--- config.mk ---
export PLATFORM = sky130hd
export DESIGN_NAME = mult_div_unit
export DESIGN_NICKNAME = d
export VERILOG_FILES = /design/src/rtl/md_pkg.sv /design/src/rtl/md_step.sv /design/src/rtl/mult_div_unit.sv
export SDC_FILE = /design/constraint.sdc
export NUM_CORES = 1
export LEC_CHECK = 0
export CAP_MARGIN = 40
export CORE_MARGIN = 1.5
export CORE_UTILIZATION = 33
export CTS_CLUSTER_DIAMETER = 100
export DETAILED_ROUTE_END_ITERATION = 6
export PLACE_DENSITY = 0.6
export SYNTH_ARGS = -nofsm -noshare
export SYNTH_HDL_FRONTEND = slang
export SYNTH_SLANG_ARGS = --single-unit
--- constraint.sdc ---
create_clock -name clk -period 6.3 [get_ports clk]
set_clock_uncertainty 0.15 [all_clocks]
set_input_delay 0.945 -clock clk [delete_from_list [all_inputs] [get_ports clk]]
set_output_delay 0.945 -clock clk [all_outputs]
set_load 0.01 [all_outputs]
--- src/rtl/md_pkg.sv ---
// Shared types and constants for the multi-cycle multiply/divide sequencer.
package md_pkg;

  localparam int MD_WIDTH = 32;
  // Shift steps per operation; one extra FIX cycle follows them.
  localparam int MD_STEPS = MD_WIDTH;

  // Encoding matches the 2-bit op port: bit 1 selects divide, bit 0 selects signed.
  typedef enum logic [1:0] {
    MULTU = 2'b00,
    MULT  = 2'b01,
    DIVU  = 2'b10,
    DIV   = 2'b11
  } md_op_t;

  typedef enum logic [1:0] {
    IDLE = 2'b00,
    CALC = 2'b01,
    FIX  = 2'b10,
    DONE = 2'b11
  } md_state_t;

endpackage

--- src/rtl/md_step.sv ---
// One iteration of the sequencer: a shift-add multiply step or a restoring
// shift-subtract divide step, operating on unsigned magnitudes.
module md_step #(
  parameter int WIDTH = 32
) (
  input  logic             is_div,
  input  logic [WIDTH-1:0] acc,       // product high half / partial remainder
  input  logic [WIDTH-1:0] lo_w,      // multiplier bits / dividend-quotient bits
  input  logic [WIDTH-1:0] operand,   // multiplicand / divisor
  output logic [WIDTH-1:0] acc_nxt,
  output logic [WIDTH-1:0] lo_w_nxt
);

  logic [WIDTH:0] sum;
  logic [WIDTH:0] rem_sh;
  logic [WIDTH:0] diff;
  logic           fits;

  // Compute both step flavours and select by operation type.
  always_comb begin
    // NOTE: every output gets a value on every path, otherwise always_comb infers a latch.
    acc_nxt  = '0;
    lo_w_nxt = '0;

    // Multiply: conditionally add, then shift {carry,acc,lo_w} right by one.
    sum = lo_w[0] ? ({1'b0, acc} + {1'b0, operand}) : {1'b0, acc};

    // Divide: the remainder is kept one bit wider after the shift so that
    // divisors with the top bit set still compare correctly.
    rem_sh = {acc, lo_w[WIDTH-1]};
    fits   = (rem_sh >= {1'b0, operand});
    diff   = rem_sh - {1'b0, operand};

    if (is_div) begin
      if (fits) begin
        acc_nxt  = WIDTH'(diff);
        lo_w_nxt = {lo_w[WIDTH-2:0], 1'b1};
      end else begin
        acc_nxt  = WIDTH'(rem_sh);
        lo_w_nxt = {lo_w[WIDTH-2:0], 1'b0};
      end
    end else begin
      acc_nxt  = sum[WIDTH:1];
      lo_w_nxt = {sum[0], lo_w[WIDTH-1:1]};
    end
  end

endmodule

--- src/rtl/mult_div_unit.sv ---
// Multi-cycle MULT/MULTU/DIV/DIVU sequencer writing HI/LO. Fixed latency:
// WIDTH step cycles plus one sign-fix cycle, then a one-cycle done pulse.
module mult_div_unit
  import md_pkg::*;
#(
  parameter int WIDTH = MD_WIDTH
) (
  input  logic             clk,
  input  logic             rst_n,
  input  logic             start,
  input  logic [1:0]       op,
  input  logic [WIDTH-1:0] in_a,
  input  logic [WIDTH-1:0] in_b,
  output logic             busy,
  output logic             done,
  output logic [WIDTH-1:0] hi,
  output logic [WIDTH-1:0] lo,
  output logic             div_by_zero
);

  localparam int CNT_W = $clog2(WIDTH);

  md_state_t        state, state_nxt;
  md_op_t           op_q;
  logic             sign_a, sign_b, b_zero;
  logic [WIDTH-1:0] a_raw, acc, lo_w, operand;
  logic [CNT_W-1:0] count;
  logic [WIDTH-1:0] acc_nxt, lo_w_nxt;

  logic             accept, last_step;
  logic             neg_a_in, neg_b_in;
  logic [WIDTH-1:0] mag_a, mag_b;

  logic [2*WIDTH-1:0] prod, prod_fix;
  logic [WIDTH-1:0]   q_fix, r_fix, hi_fix, lo_fix;
  logic               dbz_fix;

  // A new request is taken in IDLE and also in DONE, giving back-to-back issue.
  assign accept    = start && (state == IDLE || state == DONE);
  assign last_step = (count == CNT_W'(WIDTH - 1));

  // Operand magnitudes: abs() for signed ops, raw bits for unsigned ops.
  always_comb begin
    neg_a_in = op[0] & in_a[WIDTH-1];
    neg_b_in = op[0] & in_b[WIDTH-1];
    mag_a    = neg_a_in ? -in_a : in_a;
    mag_b    = neg_b_in ? -in_b : in_b;
  end

  md_step #(.WIDTH(WIDTH)) u_step (
    .is_div   (op_q[1]),
    .acc      (acc),
    .lo_w     (lo_w),
    .operand  (operand),
    .acc_nxt  (acc_nxt),
    .lo_w_nxt (lo_w_nxt)
  );

  // State register.
  always_ff @(posedge clk or negedge rst_n) begin
    // NOTE: sequential state uses non-blocking assignments so every register samples pre-edge values.
    if (!rst_n) state <= IDLE;
    else        state <= state_nxt;
  end

  // Next-state logic.
  always_comb begin
    state_nxt = state;
    unique case (state)
      IDLE:    if (accept) state_nxt = CALC;
      CALC:    if (last_step) state_nxt = FIX;
      FIX:     state_nxt = DONE;
      DONE:    state_nxt = accept ? CALC : IDLE;
      default: state_nxt = IDLE;
    endcase
  end

  // Status outputs decode directly from the registered state.
  always_comb begin
    busy = (state == CALC) || (state == FIX);
    done = (state == DONE);
  end

  // Sign correction and divide-by-zero substitution, consumed in FIX.
  always_comb begin
    prod     = {acc, lo_w};
    prod_fix = (op_q == MULT && (sign_a ^ sign_b)) ? -prod : prod;
    q_fix    = (op_q == DIV && (sign_a ^ sign_b)) ? -lo_w : lo_w;
    r_fix    = (op_q == DIV && sign_a) ? -acc : acc;
    if (!op_q[1]) begin
      hi_fix  = prod_fix[2*WIDTH-1:WIDTH];
      lo_fix  = prod_fix[WIDTH-1:0];
      dbz_fix = 1'b0;
    end else if (b_zero) begin
      hi_fix  = a_raw;
      lo_fix  = '1;
      dbz_fix = 1'b1;
    end else begin
      hi_fix  = r_fix;
      lo_fix  = q_fix;
      dbz_fix = 1'b0;
    end
  end

  // Datapath: latch on accept, iterate in CALC, publish results in FIX.
  always_ff @(posedge clk or negedge rst_n) begin
    // NOTE: reset clears every working register so an aborted operation leaves nothing behind.
    if (!rst_n) begin
      op_q        <= MULTU;
      sign_a      <= 1'b0;
      sign_b      <= 1'b0;
      b_zero      <= 1'b0;
      a_raw       <= '0;
      acc         <= '0;
      lo_w        <= '0;
      operand     <= '0;
      count       <= '0;
      hi          <= '0;
      lo          <= '0;
      div_by_zero <= 1'b0;
    end else if (accept) begin
      op_q    <= md_op_t'(op);
      sign_a  <= neg_a_in;
      sign_b  <= neg_b_in;
      b_zero  <= (in_b == '0);
      a_raw   <= in_a;
      acc     <= '0;
      // Multiply shifts the multiplier through lo_w; divide shifts the dividend.
      lo_w    <= op[1] ? mag_a : mag_b;
      operand <= op[1] ? mag_b : mag_a;
      count   <= '0;
    end else if (state == CALC) begin
      acc   <= acc_nxt;
      lo_w  <= lo_w_nxt;
      count <= count + 1'b1;
    end else if (state == FIX) begin
      hi          <= hi_fix;
      lo          <= lo_fix;
      div_by_zero <= dbz_fix;
    end
  end

endmodule

# == Word level (Yosys, flattened, before mapping) ==
# Cells that the tools add are included.
# op_classes
add_sub_neg,8
n_lt_le_gt_ge,1
n_eq_ne,8
muxes,28
bitwise_logic,5
reduce_logical,11
# ops
op,n
$mux 32,17
$neg 32->32,4
$mux 64,1
$neg 64->64,1
$add 32x32->33,1
$ge 33x32->1,1
$mux 33,1
$logic_not 32->1,1
$sub 32x32->32,1
$mux 5,2
$pmux 2 s4,1
$eq 2x2->1 const B,3
$add 5x1->5 const B,1
$eq 5x5->1 const B,1
$eq 2x1->1 const B,2
$logic_and 1x1->1,4
$mux 1,4
$mux 2,2
$ne 2x2->1 const B,2
$reduce_and 3->1,1
$and 1x1->1,2
$logic_not 2->1,1
$logic_or 1x1->1,2
$not 1->1,2
3 further kinds,3
# totals
regBits,205
inputBits,69
output_inout_bits,67
elab_cells,74

# == Longest topological paths before layout ==
# Gate-level depths: netlist of the first run.
# logic_depth
depth_word,5
mapped_depth,13
depth_no_buf,13

# == Hierarchy ==
# From an unflattened synthesis of the first run, not the netlist that was laid out.
# hier_totals
cells_unflattened,2253
hier_area_um2,17887.2
# modules_own_cells
mod,n_inst,cells_per_inst,area_per_inst_um2,seq_area_each_um2
mult_div_unit,1,1533,12963.7,5129.9
md_step,1,720,4923.5,0.0

# == Worst setup path after synthesis of the first run ==
# No wires, ideal clock.
# synth_path
kind,in2reg
start,in in_a[10]
end,reg lo_w[24]
setup_ps,133
t_arrival_ps,3202
required_time_ps,6017
setup_slack_ps,2814
path_stages,9
n_path_buf,0
cell_sequence,or4_1 or3_1 nor4_1 nor3b_1 a21oi_1 xnor2_1 nand2_1 o211ai_1 o21ai_0
# synth_between
elab_chain_len,4
# synth_lines
element,line,text
"start, declared",mult_div_unit.sv:12,"input logic [WIDTH-1:0] in_a,"
$neg 32->32,mult_div_unit.sv:46,mag_a = neg_a_in ? -in_a : in_a;
$mux 32,mult_div_unit.sv:46,
$mux 32,mult_div_unit.sv:129,lo_w <= op[1] ? mag_a : mag_b;
$mux 32,mult_div_unit.sv:121,end else if (accept) begin
"end signal, assigned",mult_div_unit.sv:129,
"end signal, assigned",mult_div_unit.sv:134,lo_w <= lo_w_nxt;
"end, declared",mult_div_unit.sv:26,"logic [WIDTH-1:0] a_raw, acc, lo_w, operand;"
# Every way passes these cells.
# A chain may end at the register's enable or synchronous reset.

# == Worst setup path after layout of the first run ==
# layout_path
start,reg acc[9]
end,reg acc[25]
# layout_between
elab_chain_len,5
elab_cells_between_ends,8
cone_classes,2 x add/sub; 1 x order compare; 5 x mux
# layout_lines
element,line,text
"start, declared",mult_div_unit.sv:26,
"start signal, assigned",mult_div_unit.sv:133,acc <= acc_nxt;
"$add 32x32->33, or another cell as far along",md_step.sv:26,"sum = lo_w[0] ? ({1'b0, acc} + {1'b0, operand}) : {1'b0, acc};"
$mux 33 / $mux 32 (equally long branches),"md_step.sv:26, md_step.sv:35",
$mux 32 *,md_step.sv:34,if (is_div) begin
$mux 32 *,mult_div_unit.sv:132,end else if (state == CALC) begin
$mux 32 *,mult_div_unit.sv:121,
# Every way passes the cells marked *; elsewhere a longest branch is shown, timed or not. The select of a mux whose other input is x is not followed.

==> results of run 1 <==
## per-layer routing
layer	global-route usage	share of wire	vias to the layer above
met3	0.0282	0.067	94
li1	-	-	8033
met1	0.346	0.46	8346
met5	0	0	-
met2	0.381	0.45	712
met4	0.0645	0.028	0
## stage by stage
step | power (W) | std cells | setup WS [ns]
after floorplan | 0.00767 | 2255 | 2.81
after global placement | 0.0101 | 2928 | 1.89
after detailed placement | 0.0102 | 2934 | 1.88
after CTS | 0.0119 | 2984 | 2.26
after global routing | 0.0129 | 2984 | 1.90
final | 0.0120 | 2986 | 2.17
## worst max path at each step
stage / from / end / slack [ns] / depth (start not counted)
final: acc[9]$_DFFE_PN0P_ / acc[25]$_DFFE_PN0P_ / 2.17 / 10
after global routing: acc[9]$_DFFE_PN0P_ / acc[25]$_DFFE_PN0P_ / 1.90 / 10
after CTS: acc[9]$_DFFE_PN0P_ / acc[25]$_DFFE_PN0P_ / 2.26 / 10
after detailed placement: in_a[8] / lo_w[28]$_DFFE_PN0P_ / 1.88 / 11
after global placement: in_a[8] / lo_w[24]$_DFFE_PN0P_ / 1.89 / 11
after floorplan: in_a[10] / lo_w[24]$_DFFE_PN0P_ / 2.81 / 9
## report_power, final
group	leakage, nW	internal (W)	switching (W)
Clock	0.461	0.00101	0.000664
Combinational	5.44	0.00294	0.00452
Sequential	2.51	0.00195	0.000913
Total	8.41	0.00589	0.00609
## flip-flops by register name, summed over array words and instances (netlist names)
| name | flops |
|---|---|
| a_raw | 32 |
| b_zero | 1 |
| count | 5 |
| lo | 32 |
| op_q | 2 |
| sign_b | 1 |
| state | 2 |
| sign_a | 1 |
| acc | 32 |
| operand | 32 |
| div_by_zero | 1 |
| lo_w | 32 |
| hi | 32 |
## cell type report
class / count / area, sq um
Timing Repair Buffer: 170 / 1660
Tap cell: 680 / 851
Multi-Input combinational cell: 1792 / 11100
Sequential cell: 205 / 5130
Fill cell: 5315 / 31400
Inverter: 87 / 327
Clock buffer: 33 / 748
Clock inverter: 17 / 211
Antenna cell: 2 / 5.00
## worst max-delay path, delay by kind of cell, from the launching register on
kind / cells / cell delay (ns)
flops: 1 / 0.67
simple gates: 1 / 0.33
compound gates: 8 / 2.45
fa+ha+maj: 1 / 0.40
## layout by cell type, fill, tap and decap left out, drive strengths merged, types with 9 or more instances in the layout
master,instances
inv,88
mux2i,69
nor2b,12
nand2b,19
xor2,108
mux2,11
clkdlybuf4s50,133
o21bai,11
buf,35
ha,74
a31oi,26
o21ai,202
or4,9
nand3,33
clkbuf,34
a21oi,226
nand4,20
nor2,213
o211ai,72
nor3,34
xnor2,88
a21o,22
and3,15
o21a,10
or3,16
and2,11
o31ai,24
nand2,316
dfrtp,205
nor4,25
a211oi,21
## cell families (layout without fill, tap and decap cells)
kind of cell,after synthesis,count (layout),share of synthesized area
simple gates,751,751,0.197
compound gates,689,689,0.244
buf+inv,258,307,0.0570
flops,205,205,0.299
xor+xnor,196,196,0.0999
mux,80,80,0.0474
fa+ha+maj,76,76,0.0562
other cells,0,2,0
==> metrics.md, run 1 <==
| Metric | Value |
|---|---|
| Yosys warns | `0` |
| Synthesized area per cell | `approximately 7.6 sq um` |
| Setup TNS | `0 ns` |
| Final Hold Fails | `0` |
| Vias/cell | `about 5.8` |
| Sequential element share of the synthesized area | `0.299` |
| DRT iter0 DRCs | `1797` |
| Core Region | `51400 sq um` |
| Fin Hold WS | `0.240 ns` |
| DRC viols | `0` |
| Unrepaired setup endpoints after global routing | `false` |
| Mapped Area | `between 15000 and 20000 sq um` |
| TritonCTS clock tree | `built` |
| Cell variety after synth | `74` |
| Die H | `between 200 and 250 microns` |
| Peak supply drop | `between 0.0004 and 0.0005 V` |
| CTS root buf | `clkbuf_16` |
| Worst Path Arrival | `4.43 ns` |
| Most frequent cell after synthesis | `nand2_1` |
| Post-route minimum period | `4.13 ns` |
| Setup violators final | `0` |
| Post-synth ARST share | `1.00` |
| RePlAce Congestion | `slightly above 1` |
| Area leader, netlist | `dfrtp_1` |
| Crit Path Category | `reg2reg` |
| Vias | `17.2k` |
| Ys flop type | `dfrtp_1` |
| Full die area | `53400 sq um` |
| Antenna Nets Post-Route | `0` |
| Post-CTS Setup Bufs | `0` |
| PD cells | `598 nW/um^2` |
| Hold Path Class | `in2async` |
| Crit-path slowest cell | `dfrtp_1` |
| Placed inst area | `about 19000 sq um` |
| Final instance area | `20100 sq um` |
| Final Cycle Share | `0.655` |
| Final Slew Violations | `0` |
| CTS resizes | `0` |
| Lkg Pwr | `8.41 nW` |
| Flops & latches, synth | `205` |
| Initial antenna violation count | `2` |
| Crit path largest cell delay | `0.67 ns` |
| Vias in the first global route | `approximately 16k` |
| Max-cap violation count | `0` |
| Average wire per cell in the routed design | `22.0 microns` |
| Sink Count | `205` |
| Mapped Cells | `2255` |
| Reg-to-reg critical path startpoint | `acc[9]$_DFFE_PN0P_` |
| Post-synth EDFFs | `0` |
| CTS buffer count | `27` |
| First-pass GRT wire length | `roughly 100000 microns` |
| Starting density of the core | `0.334` |
| Rel. slew slack | `0.399` |
| Pin count of the biggest net entering global routing | `between 100 and 150` |
| Nets | `2428` |
| Actual slew at the worst max-slew pin | `0.902 ns` |
| Reg2Reg Depth | `10` |
| GRT overflow | `0` |
| Crit end category | `flip-flop` |
| Top-area cell type share of the netlist area | `0.299` |
| Area contributors post-synth | `dfrtp_1 30%, nand2_1 6.9%, a21oi_1 6.6%` |
| CP Data Required Time | `6.60 ns` |
| Tot GR Track Use | `0.241` |
| Layout area overhead | `16.7%` |
| Status | `finished clean` |
| Rows | `83` |
| Final design utilization | `0.390` |
| Mapped Nets | `2400` |
| Htree depth | `1` |
| Most used cell, CP | `o21ai_0` |
| Die Wd | `231 microns` |
| Reg2Reg Setup Slack | `2.17 ns` |
| Commonest cells in the netlist | `316 x nand2_1, 226 x a21oi_1, 213 x nor2_1` |
| Post-CTS Hold Buffers | `0` |
| Deepest clock path buffer count | `3` |
| Initial DRT Pass Iterations | `6` |
| Clk slew on worst S/H paths | `0.06 ns` |
| Clk_lat worst skew | `0.57 ns` |
| Port-buffer cells | `roughly 140` |
| Max FO, Critical Path | `13` |
| Worst-path cell chain | `ha_1 -> a21oi_1 -> o22ai_1 -> or2_2 -> o21ai_0 -> o21ai_0 -> o21ai_0 -> o21ai_0 -> a41o_1 -> a32o_1` |
| Max Clock Freq | `242 MHz` |
| WL final | `65600 microns` |
| DPL Wire Length | `49800 microns` |
| Io pins | `~140` |
| Worst R2R End | `acc[25]$_DFFE_PN0P_` |
| Share of cells above drive strength 1 | `0.0538` |
| Worst setup SP type | `flip-flop` |
Power figures use the tool's default switching activity.
==> run 2: changes to the inputs <==
- clock period: 6.3 -> 4 ns (I/O delays scaled with it)
==> run 2 against run 1 <==
- fmax up 8.1%
- via count up 2.8%
- die area unchanged
- sequential share of layout area down 0.85 points
- cell area up 3.5%
- final cell count up 2.9%
- worst setup slack worse by 2.0 ns
- first-iteration DRC count up 2.1%
- core utilization up 1.3 points
- global-route usage up 0.91 points
- worst hold slack better by 0.065 ns
- non-clock buffer count up 89
- largest power group unchanged
==> metrics.md, run 2 (synthesis gave the netlist of run 1 again) <==
| Metric | Value |
|---|---|
| DRT iter0 DRCs | `1834` |
| WL met3 | `5270 microns` |
| Crit Path Category | `reg2reg` |
| Io pins | `approximately 140` |
| WL met1 | `31600 microns` |
| Tot GR Track Use | `0.250` |
| Most frequent cells in the layout | `315 x nand2_1, 226 x a21oi_1, 213 x nor2_1, 203 x dfrtp_1, 199 x o21ai_0` |
| Starting density of the core | `0.334` |
| Share of cells above drive strength 1 | `0.0874` |
| Rel. slew slack | `0.369` |
| CTS root buf | `clkbuf_16` |
| Crit end category | `flip-flop` |
| Rows | `83` |
| Full die area | `53400 sq um` |
| Clk_lat worst skew | `0.58 ns` |
| Initial antenna violation count | `7` |
| Clk slew on worst S/H paths | `around 0.07 ns` |
| Layout area overhead | `20.7%` |
| Final Slew Violations | `0` |
| Final Cycle Share | `0.955` |
| Peak supply drop | `0.000582 V` |
| Unrepaired setup endpoints after global routing | `false` |
| Die Wd | `231 microns` |
| PD cells | `945 nW/um^2` |
| GRT overflow | `0` |
| Vias | `17.7k` |
| Htree depth | `1` |
| Initial DRT Pass Iterations | `6` |
| Setup TNS | `0 ns` |
| WL final | `68100 microns` |
| Die H | `231 microns` |
| Antenna Nets Post-Route | `0` |
| Core Region | `51400 sq um` |
| Deepest clock path buffer count | `3` |
| # fillers | `roughly 5.3k` |
| Crit path largest cell delay | `0.65 ns` |
| Top sig layer | `met5` |
| Commonest non-fill, non-tap cell in the layout | `nand2_1` |
| Pin count of the biggest net entering global routing | `126` |
| Max-cap violation count | `0` |
| DRC viols | `0` |
| Worst Path Arrival | `between 4 and 5 ns` |
| Average wire per cell in the routed design | `22.2 microns` |
| Port-buffer cells | `135` |
| Actual slew at the worst max-slew pin | `0.947 ns` |
| RePlAce Congestion | `between 0.9 and 1` |
| Reg2Reg Setup Slack | `0.18 ns` |
| Nets | `2516` |
| Reg2Reg Depth | `9` |
| Vias/cell | `approximately 5.8` |
| Metal2 WL | `29300 microns` |
| CP Data Required Time | `roughly 4.2 ns` |
| Worst-path cell chain | `nor4_2 -> nand4_1 -> or4_1 -> nor3_1 -> buf_4 -> a21oi_1 -> xor2_1 -> o211ai_1 -> o21ai_0` |
| Vias in the first global route | `roughly 17k` |
| Reg-to-reg critical path startpoint | `lo_w[5]$_DFFE_PN0P_` |
| Post-route minimum period | `3.82 ns` |
| Max Clock Freq | `262 MHz` |
| Final Hold Fails | `0` |
| Final design utilization | `0.404` |
| Lkg Pwr | `between 8 and 9 nW` |
| First-pass GRT wire length | `103000 microns` |
| Sink Count | `205` |
| Worst setup SP type | `flip-flop` |
| Setup violators final | `0` |
| CTS buffer count | `26` |
| Max FO, Critical Path | `13` |
| Hold Path Class | `in2async` |
| TritonCTS clock tree | `built` |
| Status | `finished clean` |
| DPL Wire Length | `around 52000 microns` |
| Crit-path slowest cell | `nor4_2` |
| Worst R2R End | `hi[3]$_DFFE_PN0P_` |
## run 2: through the flow
step                      hold WS (ns)  instance area, sq um  cells  worst slack [ns]  power [W]
after floorplan                  0.154                 17200   2255             0.794     0.0121
after global placement           0.311                 19800   3019             0.144     0.0166
after detailed placement         0.315                 19800   3022            0.0654     0.0168
after CTS                        0.289                 20700   3071             0.155     0.0194
after global routing             0.314                 20700   3071            0.0369     0.0210
final                            0.305                 20700   3072             0.181     0.0196
## run 2: worst max path at each step
| stage | end | cells past startpoint | from |
|---|---|---|---|
| after floorplan | acc[17]$_DFFE_PN0P_ | 10 | acc[0]$_DFFE_PN0P_ |
| after global placement | operand[23]$_DFFE_PN0P_ | 11 | in_b[4] |
| after detailed placement | operand[23]$_DFFE_PN0P_ | 11 | in_b[2] |
| after CTS | acc[16]$_DFFE_PN0P_ | 12 | operand[20]$_DFFE_PN0P_ |
| after global routing | acc[6]$_DFFE_PN0P_ | 12 | acc[1]$_DFFE_PN0P_ |
| final | hi[3]$_DFFE_PN0P_ | 9 | lo_w[5]$_DFFE_PN0P_ |
## run 2: cell type report
class                      count  area [sq um]  share of cell area
antenna                        1          2.50            0.000121
clock buffer                  33           717              0.0346
clock inverter                15           201             0.00971
inverter                      87           327              0.0157
multi-input combinational   1792         11100               0.536
sequential                   205          5130               0.248
tap                          680           851              0.0410
timing repair buffer         259          2390               0.115
## run 2: critical path: cells and delay by family, from the launching register on
kind	cells	cell delay (ns)
AND/OR/NAND/NOR	4	1.88
AO/OA/AOI/OAI	3	0.79
flip-flops	1	0.39
buffers and inverters	1	0.27
XOR/XNOR	1	0.16
## run 2: power breakdown
group / internal (W) / leakage [nW] / switching, W
sequential: 0.00307 / 2.51 / 0.000922
combinational: 0.00517 / 5.91 / 0.00790
clock: 0.00153 / 0.445 / 0.00102
total: 0.00977 / 8.86 / 0.00984
## run 2: per-layer routing
| metal | up-vias | track usage |
|---|---|---|
| li1 | 8197 | - |
| met1 | 8545 | 0.364 |
| met2 | 785 | 0.381 |
| met3 | 137 | 0.0396 |
| met4 | 6 | 0.0686 |
| met5 | - | 0 |
## run 2: timing repair
action                     in CTS  in global routing
hold buffers                    1                  0
hold endpoints to repair       11                  0
resized for setup               0                  3
setup buffers                   0                  0
setup endpoints to repair       0                  5
==> run 3: changes to the inputs <==
- PLACE_DENSITY: 0.6 -> 0.62
- clock period: 4 -> 3.1 ns (I/O delays scaled with it)
==> run 3 against run 2 <==
- the run now ends with setup timing left
- via count is 7.2% higher
- core utilization is 6.5 points higher
- register-to-register slack worse by 0.46 ns
- non-clock buffer count is 326 higher
- combinational power is 61% higher
==> metrics.md, run 3 (synthesis gave the netlist of run 1 again) <==
| Metric | Value |
|---|---|
| Status | `finished with violations` |
| Failing checks | `setup timing` |
| Filler-free cell count of the finished design | `3397` |
| Crit Path Category | `reg2reg` |
| Tot GR Track Use | `0.263` |
| Average wire per cell in the routed design | `21.3 microns` |
| Sink Count | `205` |
| Crit end category | `flip-flop` |
| Placed inst area | `22100 sq um` |
| Setup violators final | `51` |
| Crit-path slowest cell | `or4_4` |
| WL final | `72400 microns` |
| RePlAce Congestion | `roughly 1` |
| Clk_lat worst skew | `0.57 ns` |
| Die H | `between 200 and 250 microns` |
| CTS buffer count | `26` |
| Max FO, Critical Path | `5` |
| Antenna Nets Post-Route | `0` |
| Layout area overhead | `40.3%` |
| Pin count of the biggest net entering global routing | `between 90 and 100` |
| Crit path largest cell delay | `roughly 0.55 ns` |
| Clk slew on worst S/H paths | `approximately 0.070 ns` |
| Die Wd | `approximately 230 microns` |
| Final design utilization | `0.469` |
| Vias | `around 19k` |
| Max Clock Freq | `approximately 300 MHz` |
| Final instance area | `between 20000 and 25000 sq um` |
| DRC viols | `0` |
| Worst Path Arrival | `3.69 ns` |
| Worst setup SP type | `flip-flop` |
| Core Region | `51400 sq um` |
| First-pass GRT wire length | `110000 microns` |
| Final Cycle Share | `1.09` |
| Lkg Pwr | `10.6 nW` |
| Final Slew Violations | `0` |
| Starting density of the core | `0.334` |
| Io pins | `136` |
| Full die area | `53400 sq um` |
| Commonest non-fill, non-tap cell in the layout | `buf_4` |
| Rows | `83` |
| Post-route minimum period | `around 3.4 ns` |
| Rel. slew slack | `0.433` |
| Setup WS post-layout | `-0.279 ns` |
| Vias in the first global route | `18.3k` |
| GRT overflow | `0` |
| DRT iter0 DRCs | `1672` |
| CP Buf/Inv Count | `4` |
| Nets | `2842` |
| Initial antenna violation count | `1` |
| Hold Path Class | `in2async` |
| Port-buffer cells | `135` |
| Worst-path cell chain | `buf_4 -> ha_4 -> nand2_1 -> or4_4 -> or4_4 -> a21oi_2 -> or4_4 -> o32ai_4 -> buf_12 -> buf_16 -> buf_6 -> nor2_4 -> a211oi_2 -> o31ai_1` |
| Unrepaired setup endpoints after global routing | `true` |
| Final Hold Fails | `0` |
| Most used cell, CP | `or4_4` |
| Deepest clock path buffer count | `3` |
| Initial DRT Pass Iterations | `6` |
| CTS root buf | `clkbuf_16` |
| Htree depth | `1` |
| TritonCTS clock tree | `built` |
| Max-cap violation count | `0` |
| Peak supply drop | `0.000566 V` |
| Actual slew at the worst max-slew pin | `0.850 ns` |
| Vias/cell | `5.58` |
| Most frequent cells in the layout | `425 x buf_4, 314 x nand2_1, 210 x nor2_1, 203 x a21oi_1, 199 x dfrtp_1` |
| Share of cells above drive strength 1 | `0.238` |
| Family with the most delay on the worst path | `simple AND/OR/NAND/NOR gates` |
| DPL Wire Length | `55600 microns` |
| # placed instances | `3322` |
| CP Data Required Time | `3.42 ns` |
| PD cells | `1220 nW/um^2` |
[run 3: changes by cell type in the layout (fill, tap and decap cells not counted), sizes merged]
cell / previous run / this run
clkbuf: 34 / 36
buf: 124 / 449
clkinv: 7 / 5
[run 3: power by group]
group	leakage, nW	switching, W	internal, W
clock	0.459	0.00133	0.00206
combinational	7.64	0.0117	0.00937
sequential	2.50	0.000958	0.00397
[run 3: worst reg2reg max path, cell delays in order (launching register included)]
cell	delay [ns]
dfrtp_1	0.42
buf_4	0.16
ha_4	0.26
nand2_1	0.07
or4_4	0.55
or4_4	0.44
a21oi_2	0.13
or4_4	0.14
o32ai_4	0.13
buf_12	0.18
buf_16	0.14
buf_6	0.13
nor2_4	0.10
a211oi_2	0.05
o31ai_1	0.24
[run 3: repair_timing]
action	in CTS	in global routing
gates resized for setup	61	141
pin swaps	37	61
gates cloned	2	1
hold endpoints to repair	60	0
buffers inserted	10	14
endpoints found under the setup margin	56	75
hold buffers	1	0
[run 3: routing by layer]
layer  track usage  routed length [microns]  vias up
met1         0.364                    32200     9230
met2         0.418                    32700      732
met3        0.0458                     5160      121
met5             0                        0        -
met4        0.0776                     2310        0
li1              -                        -     8864
[run 3: through the flow]
step	setup TNS, ns	setup slack (ns)	power (W)	hold slack (ns)
after global routing	-12.58	-0.370	0.0314	0.339
after floorplan	0	0.0144	0.0156	0.0194
after detailed placement	-20.04	-0.662	0.0240	0.314
after global placement	-15.79	-0.683	0.0238	0.307
final	-8.21	-0.279	0.0294	0.312
after CTS	-5.85	-0.245	0.0283	0.322
[run 3: final cells by class]
type | count | area, sq um
clock inverters | 13 | 180
clock buffers | 34 | 762
multi-input cells | 1792 | 11800
fillers | 5055 | 27300
well taps | 680 | 851
inverters | 87 | 332
flip-flops and latches | 205 | 5140
diodes | 1 | 2.50
repair buffers | 585 | 4990
[run 3: final timing paths]
kind                                         endpoint  slack [ns]  cells past startpoint                  start
worst max-delay path              acc[11]$_DFFE_PN0P_       -0.28                     14     acc[0]$_DFFE_PN0P_
worst min-delay path            a_raw[26]$_DFFE_PN0P_        0.31                      2                  rst_n
worst max register to register    acc[11]$_DFFE_PN0P_       -0.28                     14     acc[0]$_DFFE_PN0P_
worst min register to register  a_raw[21]$_DFFE_PN0P_        0.32                      2  a_raw[21]$_DFFE_PN0P_
max in group asynchronous          acc[6]$_DFFE_PN0P_        1.65                      3                  rst_n
min in group clk                a_raw[21]$_DFFE_PN0P_        0.32                      2  a_raw[21]$_DFFE_PN0P_
